**config.mk**
```make
export PLATFORM = sky130hd
export DESIGN_NAME = rr_arbiter4
export DESIGN_NICKNAME = d
export VERILOG_FILES = /design/src/rtl/arb_pkg.sv /design/src/rtl/mux41.sv /design/src/rtl/rr_pick4.sv /design/src/rtl/rr_arbiter4.sv
export SDC_FILE = /design/constraint.sdc
export NUM_CORES = 1
export LEC_CHECK = 0
export ABC_AREA = 1
export CORE_MARGIN = 2
export CORE_UTILIZATION = 37
export DETAILED_ROUTE_END_ITERATION = 12
export GPL_ROUTABILITY_DRIVEN = 0
export GPL_TIMING_DRIVEN = 0
export PLACE_DENSITY = 0.77
export REMOVE_ABC_BUFFERS = 1
export SLEW_MARGIN = 20
export SYNTH_ARGS = -nofsm -noshare
export SYNTH_HDL_FRONTEND = slang
export SYNTH_SLANG_ARGS = --single-unit
```
**constraint.sdc**
```tcl
create_clock -name clk -period 1.7 [get_ports clk]
set_input_delay 0.34 -clock clk [delete_from_list [all_inputs] [get_ports clk]]
set_output_delay 0.34 -clock clk [all_outputs]
set_load 0.01 [all_outputs]
```
**src/rtl/arb_pkg.sv**
```systemverilog
// Shared constants for the 4-way round-robin packet arbiter: FSM encodings,
// requester count, select width and the beat-counter width helper.
package arb_pkg;

    localparam int NUM_REQ = 4;
    localparam int SEL_W   = 2;

    localparam logic [1:0] ST_IDLE = 2'b00;
    localparam logic [1:0] ST_BUSY = 2'b01;

    // Counter must be able to hold the value MAX_BEATS itself.
    function automatic int beat_cnt_w(input int max_beats);
        return $clog2(max_beats + 1);
    endfunction

endpackage

```
**src/rtl/mux41.sv**
```systemverilog
// Plain 4:1 multiplexer of W-bit words.
module mux41 #(
    parameter int W = 8
) (
    input  logic [W-1:0] a0,
    input  logic [W-1:0] a1,
    input  logic [W-1:0] a2,
    input  logic [W-1:0] a3,
    input  logic [1:0]   sel,
    output logic [W-1:0] y
);

    always_comb begin
        case (sel)
            2'd0:    y = a0;
            2'd1:    y = a1;
            2'd2:    y = a2;
            default: y = a3;
        endcase
    end

endmodule

```
**src/rtl/rr_pick4.sv**
```systemverilog
// Round-robin picker: first asserted request scanning ptr, ptr+1, ... (mod 4).
module rr_pick4
    import arb_pkg::*;
(
    input  logic [NUM_REQ-1:0] req,
    input  logic [SEL_W-1:0]   ptr,
    output logic               any,
    output logic [SEL_W-1:0]   pick
);

    logic [SEL_W-1:0] idx;

    // NOTE: every output of a combinational block gets a default first,
    // otherwise paths that skip an assignment infer a latch.
    always_comb begin
        any  = 1'b0;
        pick = ptr;
        idx  = ptr;
        for (int i = 0; i < NUM_REQ; i++) begin
            idx = ptr + SEL_W'(i);
            if (!any && req[idx]) begin
                any  = 1'b1;
                pick = idx;
            end
        end
    end

endmodule

```
**src/rtl/rr_arbiter4.sv**
```systemverilog
// Round-robin arbiter sharing one datapath among 4 packet requesters; the grant
// is held for a whole packet (or MAX_BEATS beats) and steers a 4:1 data mux.
module rr_arbiter4
    import arb_pkg::*;
#(
    parameter int WIDTH     = 8,
    parameter int MAX_BEATS = 16
) (
    input  logic               clk,
    input  logic               rst_n,
    input  logic [WIDTH-1:0]   d1,
    input  logic [WIDTH-1:0]   d2,
    input  logic [WIDTH-1:0]   d3,
    input  logic [WIDTH-1:0]   d4,
    input  logic [NUM_REQ-1:0] in_valid,
    input  logic [NUM_REQ-1:0] in_last,
    output logic [NUM_REQ-1:0] in_ready,
    output logic [WIDTH-1:0]   out_data,
    output logic               out_last,
    output logic               out_valid,
    input  logic               out_ready,
    output logic [SEL_W-1:0]   sel,
    output logic               busy
);

    localparam int CNT_W = beat_cnt_w(MAX_BEATS);
    localparam logic [CNT_W-1:0] BEAT_MAX = CNT_W'(MAX_BEATS);

    logic [1:0]       state;
    logic [SEL_W-1:0] ptr;
    logic [CNT_W-1:0] beat_cnt;
    logic [CNT_W-1:0] beat_next;
    logic             any;
    logic [SEL_W-1:0] pick;
    logic             xfer;
    logic             release_grant;

    rr_pick4 u_pick (
        .req  (in_valid),
        .ptr  (ptr),
        .any  (any),
        .pick (pick)
    );

    mux41 #(.W(WIDTH + 1)) u_mux (
        .a0  ({in_last[0], d1}),
        .a1  ({in_last[1], d2}),
        .a2  ({in_last[2], d3}),
        .a3  ({in_last[3], d4}),
        .sel (sel),
        .y   ({out_last, out_data})
    );

    assign busy      = (state == ST_BUSY);
    assign out_valid = busy & in_valid[sel];
    assign xfer      = out_valid & out_ready;

    always_comb begin
        in_ready = '0;
        if (busy)
            in_ready[sel] = out_ready;
    end

    assign beat_next     = (beat_cnt == BEAT_MAX) ? beat_cnt : beat_cnt + 1'b1;
    assign release_grant = xfer & (out_last | (beat_next == BEAT_MAX));

    // NOTE: sequential state uses non-blocking assignments so every register
    // samples pre-edge values regardless of statement order.
    always_ff @(posedge clk) begin
        if (!rst_n) begin
            state    <= ST_IDLE;
            sel      <= '0;
            ptr      <= '0;
            beat_cnt <= '0;
        end else begin
            case (state)
                ST_IDLE: begin
                    if (any) begin
                        sel      <= pick;
                        state    <= ST_BUSY;
                        beat_cnt <= '0;
                    end
                end
                ST_BUSY: begin
                    if (xfer)
                        beat_cnt <= beat_next;
                    if (release_grant) begin
                        state <= ST_IDLE;
                        ptr   <= sel + SEL_W'(1);
                    end
                end
                default: state <= ST_IDLE;
            endcase
        end
    end

endmodule

```
==> impl_metrics.tcl <==
set metrics [dict create \
    outcome "finished with violations" \
    violations "setup timing" \
    placed_area_um2 1840 \
    finalNetCount 346 \
    wl_per_cell_um 11.8 \
    cts_made_buffers 3 \
    cts_buffer_depth 2 \
    cts.sinks 10 \
    io_pins 60 \
    die_h_um 62.0 \
    vias_per_cell 4.89 \
    die-area_um2 3840 \
    worstSetupStartpointType "flip-flop" \
    fin_cells 340 \
    yosys_warnings 0 \
    antenna_found_initial 0 \
    p_per_area_nw_per_um2 610 \
    cts_tree "yes" \
    min_path_type "reg2reg" \
    synthTopCellsByArea "nand2_1, dfxtp_1, nand3_1" \
    grt_pass1_vias 1435 \
    dr.first_iter.drc_count 68 \
    critPathRequiredTime_ns 1.36 \
    max_freq_mhz 537 \
    clock_power_share_pct 12.7 \
    min_period_ns 1.86 \
    p_comb_share_pct 64.0 \
    postCtsHoldBufs 0 \
    p_leak_uw 0.000960 \
    total_switching_power_uw 529 \
    r2r_slack_ns 0.10 \
    hpwl_um 2970 \
    drive_above_1_share_pct 23.8 \
    netlist.top_cell.by_area "nand2_1" \
    clk_pin_slew_worst_paths_ns 0.07 \
    grt_first_pass_wirelength_um 5780 \
    rr_startpoint "sel[1]" \
    clock_latency_ns 0.27 \
    routed_wl_um 4000 \
    crit_fanout 6 \
    yosysTopAreaCellShare_pct 23.8 \
    pwr-share-seq_pct 23.4 \
    cts.htree.levels 1 \
    period_share_pct 110 \
    dp_cells 320 \
    portBuffers 59 \
    drt-pass1-iter-count 4 \
    grt_max_degree 15 \
    max_cap_violations 0 \
    track_usage_pct 19.4 \
    min_path_cells 2 \
    post_synth_num_cell_types 25 \
    gr-total-overflow 0 \
    synth_area_um2 1240 \
    core_um2 3280 \
    area_delta_synth_final_pct 65.5 \
    postSynthAreaPerCell_um2 5.55 \
    critPathKind "reg2out" \
    netlist_instances 224 \
    std_cell_rows 21 \
    hold_violations 0 \
    irDropWorstVdd_uv 210 \
    arrival_ns 1.52 \
    ant_nets 0 \
    worstRegToRegCells 10 \
    setup_viol 10 \
    cts-root-buf "clkbuf_4" \
    p_int_uw 727 \
    slew_violations 0 \
    antenna_cells 0 \
    ys_seq_area_share_pct 16.1 \
    start_util_pct 37.9 \
    endpoint_kind "output pin" \
    r2r_end "beat_cnt[0]" \
    max_slew_margin_pct 83.4 \
    drc 0 \
    swShare_pct 42.1 \
    fin_area_um2 2060 \
    vias 1663 \
    finClkSkew_ns 0.0121 \
    hold_start "beat_cnt[1]" \
    rsz0062_at_grt "yes" \
    worst_slack_ns -0.162 \
    worstMarginPinSlew_ns 0.248 \
    min_to "beat_cnt[1]" \
    fp.dieW_um 62.0 \
    synth_seq_cells 10 \
]
[Yosys cell counts]
cell type  instances
nor2_1            24
inv_1             22
inv_2              4
buf_4              2
o21ai_0            2
nand2_2            3
o21ai_1            3
nand3_1           22
nand4_1            3
a21oi_1           19
clkbuf_1           4
nand3_2            1
nand2_4            2
buf_6              1
xnor2_1            1
a31oi_1            8
nand3_4            1
nor2_8             1
buf_2              2
nand2_1           79
o21ai_2            1
dfxtp_1           10
o22ai_1            1
ha_1               7
a22o_1             1
[flip-flops by register name, indices dropped and copies added, names as in the netlist]
name	flops
state	1
beat_cnt	5
ptr	2
sel	2
[cell families after synthesis]
family,Yosys count,share of synthesized area (%)
compound gates,35,15.6
buf+inv,35,12.0
simple gates,136,48.6
flops,10,16.1
xor+xnor,1,0.704
fa+ha+maj,7,7.04
[stage by stage]
| step | total power, uW | hold slack, ns | setup WS [ns] | util (%) | setup TNS [ns] |
|---|---|---|---|---|---|
| 2_1_floorplan | 675 | 0.461 | 0.0143 | - | 0 |
| 3_3_place_gp | 1000 | 0.507 | -0.586 | 56.0 | -10.24 |
| 3_5_place_dp | 1010 | 0.511 | -0.586 | 56.0 | -10.24 |
| 4_1_cts | 1220 | 0.519 | -0.172 | 60.8 | -0.817 |
| 5_1_grt | 1370 | 0.545 | -0.223 | 62.7 | -1.54 |
| 6_report | 1260 | 0.523 | -0.162 | 62.7 | -0.795 |
[worst max-delay path, stage by stage (launching register included)]
cell        delay, ns
dfxtp_4          0.38
clkinvlp_4       0.14
ha_4             0.21
a22o_1           0.22
o22ai_2          0.12
inv_1            0.05
buf_2            0.13
[placed cells by master (no fill, tap or decap), types with 2 or more instances in the layout]
cell type,instances
nand4_1,3
nor2_1,21
clkbuf_4,3
nand2_4,2
nand2_1,78
nand3_1,22
dfxtp_1,4
a31oi_1,8
buf_4,14
ha_4,4
ha_1,3
a21oi_1,14
a21oi_2,5
o21ai_0,2
inv_1,18
nor2_2,2
clkdlybuf4s50_1,42
inv_2,5
dfxtp_4,3
buf_2,11
o21ai_1,3
dfxtp_2,3
buf_6,3
clkbuf_2,2
dlygate4sd2_1,2
nand2_2,4
[worst max-delay path by stage]
stage,start,end,slack [ns],cells after the start
2_1_floorplan,sel[0],beat_cnt[0],0.01,9
3_3_place_gp,sel[0],out_last,-0.59,6
3_5_place_dp,in_valid[1],beat_cnt[3],-0.59,10
4_1_cts,sel[1],out_last,-0.17,6
5_1_grt,sel[1],out_valid,-0.22,8
6_report,sel[1],out_last,-0.16,6
[metal layers]
layer	wire length [um]	track usage (%)
met5	0	0
met4	34	5.47
met3	433	4.97
met2	1910	37.1
met1	1630	20.8
[power by group through the flow]
| stage | Clock (uW) | Sequential, uW | Combinational [uW] |
|---|---|---|---|
| floorplan | 0 | 284 | 391 |
| global placement | 0 | 288 | 715 |
| detailed placement | 0 | 289 | 719 |
| CTS | 161 | 294 | 768 |
| global route | 180 | 298 | 891 |
| finish | 159 | 294 | 804 |
[cell type report]
class | count | area [um^2]
fillers | 282 | 1230
clock buffers | 3 | 22.5
well taps | 46 | 57.6
inverters | 26 | 114
multi-input cells | 179 | 985
flip-flops and latches | 10 | 215
repair buffers | 76 | 664
[timing repair]
item / CTS / global route
buffers inserted: 10 / 7
endpoints found under the setup margin: 25 / 22
pin swaps: 7 / 7
gates resized for setup: 83 / 12
No activity file was read; power rests on OpenSTA's default activity.
